--- config.mk ---
export PLATFORM = sky130hd
export DESIGN_NAME = rr_arbiter_16
export DESIGN_NICKNAME = d
export VERILOG_FILES = /design/src/rtl/rr_arbiter_16.sv
export SDC_FILE = /design/constraint.sdc
export NUM_CORES = 1
export LEC_CHECK = 0
export BUFFER_PORTS_ARGS = -buffer_cell sky130_fd_sc_hd__buf_2
export CORE_MARGIN = 2
export CORE_UTILIZATION = 45
export CTS_CLUSTER_SIZE = 16
export DETAILED_ROUTE_END_ITERATION = 10
export HOLD_SLACK_MARGIN = 0.12
export PLACE_DENSITY = 0.66
export SLEW_MARGIN = 20
export SYNTH_ARGS = -nofsm -noshare
export SYNTH_HDL_FRONTEND = slang
export SYNTH_SLANG_ARGS = --single-unit
--- constraint.sdc ---
create_clock -name clk -period 4.75 [get_ports clk]
set_input_delay 0.475 -clock clk [delete_from_list [all_inputs] [get_ports clk]]
set_output_delay 0.475 -clock clk [all_outputs]
set_load 0.005 [all_outputs]
--- src/rtl/rr_arbiter_16.sv ---
// Round-robin arbiter for 16 requesters with one-hot grant, encoded index and hold-limit release.
// Optional feature: define ARB_LOCK_EN to add the lock input, which suspends the hold limit.
module rr_arbiter_16 #(
    parameter int unsigned N        = 16,
    parameter int unsigned IDXW     = 4,
    parameter int unsigned MAX_HOLD = 8
) (
    input  logic            clk,
    input  logic            rst_n,
    input  logic [N-1:0]    req,
    input  logic            done,
`ifdef ARB_LOCK_EN
    input  logic            lock,
`endif
    output logic [N-1:0]    grant,
    output logic [IDXW-1:0] grant_idx,
    output logic            grant_valid,
    output logic            timeout
);

    typedef enum logic {
        IDLE  = 1'b0,
        GRANT = 1'b1
    } state_t;

    state_t          r_state, w_state_nxt;
    logic [N-1:0]    r_grant, w_grant_nxt;
    logic [IDXW-1:0] r_idx, w_idx_nxt;
    logic            r_valid, w_valid_nxt;
    logic            r_timeout, w_timeout_nxt;
    logic [IDXW-1:0] r_ptr, w_ptr_nxt;
    logic [7:0]      r_hold_cnt, w_hold_nxt;

    logic            w_any;
    logic [IDXW-1:0] w_pick;
    logic [IDXW-1:0] w_cand;
    logic            w_limit_active;
    logic            w_limit_hit;
    logic            w_release;

`ifdef ARB_LOCK_EN
    assign w_limit_active = ~lock;
`else
    assign w_limit_active = 1'b1;
`endif

    // Scan starts at r_ptr; truncation to IDXW bits gives the mod-N wrap.
    always_comb begin
        w_any  = 1'b0;
        w_pick = '0;
        w_cand = '0;
        for (int unsigned i = 0; i < N; i++) begin
            w_cand = IDXW'(32'(r_ptr) + i);
            if (!w_any && req[w_cand]) begin
                w_any  = 1'b1;
                w_pick = w_cand;
            end
        end
    end

    assign w_limit_hit = w_limit_active && (r_hold_cnt == 8'(MAX_HOLD));
    assign w_release   = done || !req[r_idx] || w_limit_hit;

    always_comb begin
        w_state_nxt   = r_state;
        w_grant_nxt   = r_grant;
        w_idx_nxt     = r_idx;
        w_valid_nxt   = r_valid;
        w_timeout_nxt = 1'b0;
        w_ptr_nxt     = r_ptr;
        w_hold_nxt    = r_hold_cnt;
        case (r_state)
            IDLE: begin
                if (w_any) begin
                    w_state_nxt = GRANT;
                    w_grant_nxt = N'(1) << w_pick;
                    w_idx_nxt   = w_pick;
                    w_valid_nxt = 1'b1;
                    w_hold_nxt  = 8'd1;
                end else begin
                    w_grant_nxt = '0;
                    w_idx_nxt   = '0;
                    w_valid_nxt = 1'b0;
                end
            end
            GRANT: begin
                if (w_release) begin
                    w_state_nxt   = IDLE;
                    w_grant_nxt   = '0;
                    w_idx_nxt     = '0;
                    w_valid_nxt   = 1'b0;
                    w_ptr_nxt     = r_idx + IDXW'(1);
                    w_timeout_nxt = w_limit_hit && !done && req[r_idx];
                end else if (w_limit_active && (r_hold_cnt != 8'(MAX_HOLD))) begin
                    w_hold_nxt = r_hold_cnt + 8'd1;
                end
            end
            default: w_state_nxt = IDLE;
        endcase
    end

    always_ff @(posedge clk or negedge rst_n) begin
        if (!rst_n) begin
            r_state    <= IDLE;
            r_grant    <= '0;
            r_idx      <= '0;
            r_valid    <= 1'b0;
            r_timeout  <= 1'b0;
            r_ptr      <= '0;
            r_hold_cnt <= '0;
        end else begin
            r_state    <= w_state_nxt;
            r_grant    <= w_grant_nxt;
            r_idx      <= w_idx_nxt;
            r_valid    <= w_valid_nxt;
            r_timeout  <= w_timeout_nxt;
            r_ptr      <= w_ptr_nxt;
            r_hold_cnt <= w_hold_nxt;
        end
    end

    assign grant       = r_grant;
    assign grant_idx   = r_idx;
    assign grant_valid = r_valid;
    assign timeout     = r_timeout;

endmodule

==> metrics.yaml, run 1 <==
synth.net_count: 423
syn-cell-area_um2: 3902
outcome: "complete, no violations"
die_area_um2: 9433
num_antenna_cells: 0
timing.critical_path.from_type: "register"
ctsResizeCount: 0
drive_above_1_share_pct: 29.36
worst_ep_required_time_ns: 4.93
synthFlopType: "sky130_fd_sc_hd__dfrtp_1"
criticalPathCategory: "register to register"
grt_use_met2_pct: 39.74
route.vias.total: 3633
rsz0062_at_grt: "no"
drc: 0
synth-async-reset-ratio_pct: 100.0
holdCritPathClass: "primary input to asynchronous set/reset pin"
routabilityCongestion: 0.9795
core_area_um2: 8299
post_synth_num_cell_types: 67
grt_start_max_net_pins: 36
synth_enable_flop_cells: 0
cp_cell_sequence: "inv_1, buf_4, ha_1, mux4_1, mux4_2, or2_1, or3_4, nor4_1, a31oi_2, a21boi_4, a32o_1"
report.final.setup_viol: 0
drt_pass1_iterations: 6
cp-end-kind: "register"
setup_tns_ns: 0
clock_tree.root_cell: "sky130_fd_sc_hd__clkbuf_8"
globalRoute.totalOverflow: 0
grt_util_met3_pct: 2.878
routed_wl_um: 11470
overall_die_width_um: 97.13
fin_nets: 464
numCtsBuffers: 5
period_needed_ns: 4.393
gr-usage-all-layers_pct: 24.62
highest_clock_frequency_the_design_can_meet_mhz: 227.6
fp-row-count: 33
finClkSkew_ns: 0.008363
count_of_antenna_violating_nets_left_after_detailed_routing: 0
synth.yosys.seq_area_share_pct: 22.44
worst_path_largest_cell_delay_ns: 0.60
floorplan.io_pins: 41
final_hold_viol_count: 0
tightestPinTransition_ns: 0.7687
placement.io_buffers: 40
routedWlPerCell_um: 21.20
path_max_fanout: 14
use_met1_pct: 35.06
cts.sink_count: 35
most_used_routing_layer: "met2"
drt_first_iter_violations: 368
postCtsHoldBufs: 0
worst_skew_pair.late_latency_ns: 0.29
synth-warning-count: 0
die_y_um: 97.13
grt_antenna_before_repair: 0
syn-instance-count: 394
cts.reportedPaths.clkPinSlew_ns: 0.08
count_of_state_elements_after_synthesis: 35
postCtsSetupRepairBufs: 0
period_share_pct: 92.49
via_per_inst: 6.715
clk_path_buf_depth: 2
wire_length_of_the_first_global_routing_pass_um: 18880
worst_slew_margin_rel_pct: 48.75
first_global_vias: 3524
arrival_time_reported_for_the_critical_path_endpoint_ns: 4.58
initial_utilization_pct: 47.02
cts_tree: "yes"
area_growth_syn_to_layout_pct: 12.60
htree_levels: 2
maxSlewViolCount: 0
max-cap-violations: 0
synth_area_per_cell_um2: 9.905
dpl.hpwl_um: 8649
timing.critical_path.slowest_stage_cell: "sky130_fd_sc_hd__mux4_2"
-- registers in the layout (all words and copies together), names as in the netlist --
register / flops
grant: 16
grant_idx: 4
grant_valid: 1
r_hold_cnt: 8
r_ptr: 4
r_state: 1
timeout: 1
-- path summary, 6_finish.rpt --
kind                       slack (ns)   startpoint            end  cells after the start
min in group clk                 0.47  grant_valid    grant_valid                      1
min reg2reg                      0.47  grant_valid    grant_valid                      1
min                              0.26        rst_n  r_hold_cnt[4]                      1
max in group asynchronous        4.00        rst_n       r_ptr[1]                      1
max reg2reg                      0.36     r_ptr[1]       grant[5]                     11
max                              0.36     r_ptr[1]       grant[5]                     11
-- kinds of logic (layout without fill, tap and decap cells) --
kind of cell    after synthesis  count (layout)  synth area share [%]
compound gates              104             104                 20.10
xor+xnor                     19              19                 4.264
fa+ha+maj                    10              10                 3.206
buf+inv                      34              76                 4.104
flops                        35              35                 22.44
mux                          77              77                 30.33
simple gates                115             115                 15.55
-- per-stage QoR --
| step | setup slack [ns] | instance area, µm² | utilization (%) | instances | hold slack (ns) |
|---|---|---|---|---|---|
| finish | 0.3565 | 4394 | 52.95 | 541 | 0.2590 |
| global route | 0.06554 | 4394 | 52.95 | 541 | 0.3294 |
| CTS | 0.1475 | 4385 | 52.84 | 541 | 0.2779 |
| detailed placement | 0.1358 | 4249 | 51.20 | 533 | 0.4605 |
| global placement | 0.3790 | 4249 | 51.20 | 533 | 0.4609 |
| floorplan | 0.1122 | 3904 | - | 394 | 0.1794 |
-- worst max-delay path: cells and delay by family (launching register included) --
| family | cells | cell delay, ns |
|---|---|---|
| compound gates | 3 | 1.04 |
| mux | 2 | 0.99 |
| buf+inv | 2 | 0.23 |
| fa+ha+maj | 1 | 0.42 |
| simple gates | 3 | 1.26 |
| flops | 1 | 0.34 |
-- cells in the mapped netlist (3+ instances only) --
master / number / area, µm²
sky130_fd_sc_hd__nor2_1: 22 / 82.58
sky130_fd_sc_hd__nand3_1: 8 / 40.04
sky130_fd_sc_hd__nor3_1: 7 / 35.03
sky130_fd_sc_hd__mux2i_1: 23 / 230.2
sky130_fd_sc_hd__a211oi_1: 3 / 22.52
sky130_fd_sc_hd__nand2b_1: 6 / 37.54
sky130_fd_sc_hd__a32o_1: 16 / 160.2
sky130_fd_sc_hd__xnor2_1: 8 / 70.07
sky130_fd_sc_hd__a31oi_1: 3 / 18.77
sky130_fd_sc_hd__o31ai_1: 4 / 30.03
sky130_fd_sc_hd__nand4_1: 8 / 50.05
sky130_fd_sc_hd__mux2_2: 23 / 259.0
sky130_fd_sc_hd__o21ai_0: 17 / 85.08
sky130_fd_sc_hd__inv_1: 9 / 33.78
sky130_fd_sc_hd__nand3b_1: 3 / 22.52
sky130_fd_sc_hd__ha_1: 10 / 125.1
sky130_fd_sc_hd__a21oi_1: 17 / 85.08
sky130_fd_sc_hd__and3_1: 8 / 50.05
sky130_fd_sc_hd__o211ai_1: 8 / 60.06
sky130_fd_sc_hd__buf_6: 3 / 33.78
sky130_fd_sc_hd__a22o_1: 5 / 43.79
sky130_fd_sc_hd__mux4_2: 28 / 630.6
sky130_fd_sc_hd__xor2_1: 11 / 96.34
sky130_fd_sc_hd__buf_2: 4 / 20.02
sky130_fd_sc_hd__dfrtp_1: 35 / 875.8
sky130_fd_sc_hd__o22ai_1: 3 / 18.77
sky130_fd_sc_hd__or3_1: 5 / 31.28
sky130_fd_sc_hd__clkbuf_1: 13 / 48.80
sky130_fd_sc_hd__nand2_1: 31 / 116.4
-- layout by cell type (no fill, tap or decap), types with 4 or more instances in the layout --
cell type,instances
sky130_fd_sc_hd__o31ai_1,4
sky130_fd_sc_hd__clkbuf_8,5
sky130_fd_sc_hd__nand2_1,31
sky130_fd_sc_hd__inv_1,9
sky130_fd_sc_hd__a32o_1,16
sky130_fd_sc_hd__and3_1,8
sky130_fd_sc_hd__nand2b_1,6
sky130_fd_sc_hd__dfrtp_1,35
sky130_fd_sc_hd__xnor2_1,8
sky130_fd_sc_hd__o211ai_1,8
sky130_fd_sc_hd__mux4_2,28
sky130_fd_sc_hd__mux2i_1,23
sky130_fd_sc_hd__or3_1,5
sky130_fd_sc_hd__buf_2,40
sky130_fd_sc_hd__nor2_1,21
sky130_fd_sc_hd__a21oi_1,17
sky130_fd_sc_hd__nor3_1,7
sky130_fd_sc_hd__a22o_1,5
sky130_fd_sc_hd__mux2_2,23
sky130_fd_sc_hd__ha_1,9
sky130_fd_sc_hd__nand3_1,8
sky130_fd_sc_hd__o21ai_0,17
sky130_fd_sc_hd__buf_4,18
sky130_fd_sc_hd__nand4_1,8
sky130_fd_sc_hd__xor2_1,11
-- area by class of cell --
class                           instances  area (µm²)
Fill cell                             741        3905
Multi-Input combinational cell        325        2878
Sequential cell                        35       875.8
Timing Repair Buffer                   58       335.3
Tap cell                              105       131.4
Clock buffer                            5       68.82
Clock inverter                          3       67.56
Inverter                               10       37.54
-- routing by layer --
layer	wire length [µm]	part of all wire (%)
met1	5100	44
met2	5414	47
met3	741	6.5
met4	211	1.8
met5	0	0
Power of run 1 is left out: the tool's default activity adds up to more than one toggle a clock period on the data nets, which glitch-free logic cannot reach.
==> inputs of run 2 (changes only) <==
Settings changed: RECOVER_POWER from default to 100.
==> run 2 against run 1 <==
Compared with the run above:
- the flow now finishes with violations (capacitance limit, slew limit)
- worst hold slack improved by 0.21 ns
- fmax fell by 1.5%
- first-iteration DRC count fell by 5.4%
- clock-buffer cell count did not move
- final area fell by 0.40%
- register-to-register slack got worse by 0.07 ns
- worst setup slack got worse by 0.067 ns
- die area did not move
- flip-flop and latch count did not move
- global-route usage did not move
- non-clock buffer count did not move
==> metrics.yaml, run 2 (synthesis gave the netlist of run 1 again) <==
tightestPinTransition_ns: 1.842  # was 0.7687 ns
fin_nets: 464  # unchanged
worstPathBufferInverterCount: 1  # was 2
holdCritPathClass: "register to register"  # was primary input to asynchronous set/reset pin
count_of_antenna_violating_nets_left_after_detailed_routing: 0  # unchanged
routabilityCongestion: 0.9795  # unchanged
period_share_pct: 93.91  # was 92.49%
drc: 0  # unchanged
timing.critical_path.slowest_stage_cell: "sky130_fd_sc_hd__or4_1"  # was sky130_fd_sc_hd__mux4_2
finClkSkew_ns: 0.007553  # was 0.008363 ns
drt_pass1_iterations: 5  # was 6
period_needed_ns: 4.461  # was 4.393 ns
initial_utilization_pct: 47.02  # unchanged
placement.io_buffers: 40  # unchanged
worst_ep_required_time_ns: 4.93  # about the same
holdPathEnd: "grant_valid"
ff2ff_path_depth: 11  # unchanged
setup_tns_ns: 0  # unchanged
finish.cell_count_without_fillers: 541  # unchanged
arrival_time_reported_for_the_critical_path_endpoint_ns: 4.64  # was 4.58 ns
gr-usage-all-layers_pct: 24.62  # unchanged
die_y_um: 97.13  # unchanged
grt_antenna_before_repair: 0  # unchanged
drive_above_1_share_pct: 26.38  # was 29.36%
overall_die_width_um: 97.13  # unchanged
layout.cells.most_common_list: "35 x sky130_fd_sc_hd__dfrtp_1, 31 x sky130_fd_sc_hd__nand2_1, 29 x sky130_fd_sc_hd__buf_2, 28 x sky130_fd_sc_hd__mux4_2, 23 x sky130_fd_sc_hd__mux2i_1"  # was 40 x sky130_fd_sc_hd__buf_2, 35 x sky130_fd_sc_hd__dfrtp_1, 31 x sky130_fd_sc_hd__nand2_1, 28 x sky130_fd_sc_hd__mux4_2
cts_tree: "yes"  # unchanged
maxSlewViolCount: 36  # was 0
cts.sink_count: 35  # unchanged
dpl.hpwl_um: 8649  # unchanged
numCtsBuffers: 5  # unchanged
core_area_um2: 8299  # unchanged
highest_clock_frequency_the_design_can_meet_mhz: 224.2  # was 227.6 MHz
r2r_end: "grant[5]"  # unchanged
routed_wl_um: 11450  # was 11470 µm
violated_checks: "capacitance limit, slew limit"
path_max_fanout: 13  # was 14
globalRoute.totalOverflow: 0  # unchanged
drt_first_iter_violations: 348  # was 368
max-cap-violations: 1  # was 0
via_per_inst: 6.662  # was 6.715
grt_util_met3_pct: 2.878  # unchanged
fp-row-count: 33  # unchanged
most_used_routing_layer: "met2"  # unchanged
report.final.setup_viol: 0  # unchanged
htree_levels: 2  # unchanged
cts.reportedPaths.clkPinSlew_ns: 0.08  # about the same
area_growth_syn_to_layout_pct: 12.15  # was 12.60%
first_global_vias: 3524  # unchanged
criticalPathCategory: "register to register"  # unchanged
ff2ff_setup_slack_ns: 0.29  # was 0.36 ns
grt_start_max_net_pins: 36  # unchanged
clock_tree.root_cell: "sky130_fd_sc_hd__clkbuf_8"  # unchanged
worst_skew_pair.late_latency_ns: 0.29  # about the same
route.vias.total: 3604  # was 3633
holdPathStages: 1
fillerInstances: 752  # was 741
layout_commonest_cell: "sky130_fd_sc_hd__dfrtp_1"  # was sky130_fd_sc_hd__buf_2
rsz0062_at_grt: "no"  # unchanged
grt_use_met2_pct: 39.74  # unchanged
die_area_um2: 9433  # unchanged
outcome: "finished with violations"  # was complete, no violations
timing.critical_path.from_type: "register"  # unchanged
worst_slew_margin_rel_pct: -22.82  # was 48.75%
placed_cells_incl_taps: 533  # unchanged
largest_register_ff_count: 16  # unchanged
wire_length_of_the_first_global_routing_pass_um: 18880  # unchanged
cp-end-kind: "register"  # unchanged
use_met1_pct: 35.06  # unchanged
cp_top_family: "multiplexers"  # was simple AND/OR/NAND/NOR gates
floorplan.io_pins: 41  # unchanged
cp_cell_sequence: "inv_1, ha_2, mux2_1, mux4_2, mux2_2, or3_4, or4_1, a2bb2oi_1, a21oi_1, nor2_1, a32o_1"  # was inv_1, buf_4, ha_1, mux4_1, mux4_2, or2_1, or3_4, nor4_1, a31oi_2, a21boi_4, a32o_1
clk_path_buf_depth: 2  # unchanged
reg2reg_from: "r_ptr[0]"  # was r_ptr[1]
num_antenna_cells: 0  # unchanged
postCtsHoldBufs: 0  # unchanged
holdCritStartpoint: "grant_valid"
routedWlPerCell_um: 21.16  # was 21.20 µm
worst_path_largest_cell_delay_ns: 0.62  # was 0.60 ns
final_hold_viol_count: 0  # unchanged
## run 2: cell type report
type	count	area [µm²]	share of cell area, %
multi-input combinational	325	2874	65.67
sequential	35	875.8	20.01
timing repair buffer	58	321.6	7.347
tap	105	131.4	3.002
clock buffer	5	68.82	1.572
clock inverter	3	67.56	1.544
inverter	10	37.54	0.8576
## run 2: worst max-delay path by stage
stage	startpoint	end	slack (ns)	depth (start not counted)
global placement	r_ptr[0]	grant[7]	0.38	10
floorplan	r_ptr[1]	grant[0]	0.11	14
detailed placement	r_ptr[0]	grant[5]	0.14	10
CTS	r_ptr[0]	grant[5]	0.15	10
global route	r_ptr[0]	grant[5]	0.05	11
finish	r_ptr[0]	grant[5]	0.29	11
## run 2: worst reg2reg max path, cell delays in order, from the launching register on
cell and delay, ns:
sky130_fd_sc_hd__dfrtp_1 0.35, sky130_fd_sc_hd__inv_1 0.06, sky130_fd_sc_hd__ha_2 0.52, sky130_fd_sc_hd__mux2_1 0.41, sky130_fd_sc_hd__mux4_2 0.55, sky130_fd_sc_hd__mux2_2 0.37
sky130_fd_sc_hd__or3_4 0.40, sky130_fd_sc_hd__or4_1 0.62, sky130_fd_sc_hd__a2bb2oi_1 0.19, sky130_fd_sc_hd__a21oi_1 0.40, sky130_fd_sc_hd__nor2_1 0.19, sky130_fd_sc_hd__a32o_1 0.30
## run 2: metal layers
layer  wire length [µm]  vias to the layer above
met2               5372                      177
met4                219                        0
met5                  0                        -
met1               5097                     1761
li1                   -                     1644
met3                760                       22
## run 2: what timing repair did
action                     CTS  global route
setup buffers                0             0
gates resized for setup      0             1
setup endpoints to repair    0            18
## run 2: through the flow
step	cell area, µm²	hold slack [ns]	worst slack [ns]	utilization (%)
after floorplan	3904	0.1794	0.1122	-
after global placement	4249	0.4609	0.3790	51.20
after detailed placement	4249	0.4605	0.1358	51.20
after CTS	4385	0.2779	0.1475	52.84
after global routing	4377	0.5139	0.05145	52.74
final	4377	0.4693	0.2892	52.74
Power of run 2 is left out for the same reason.
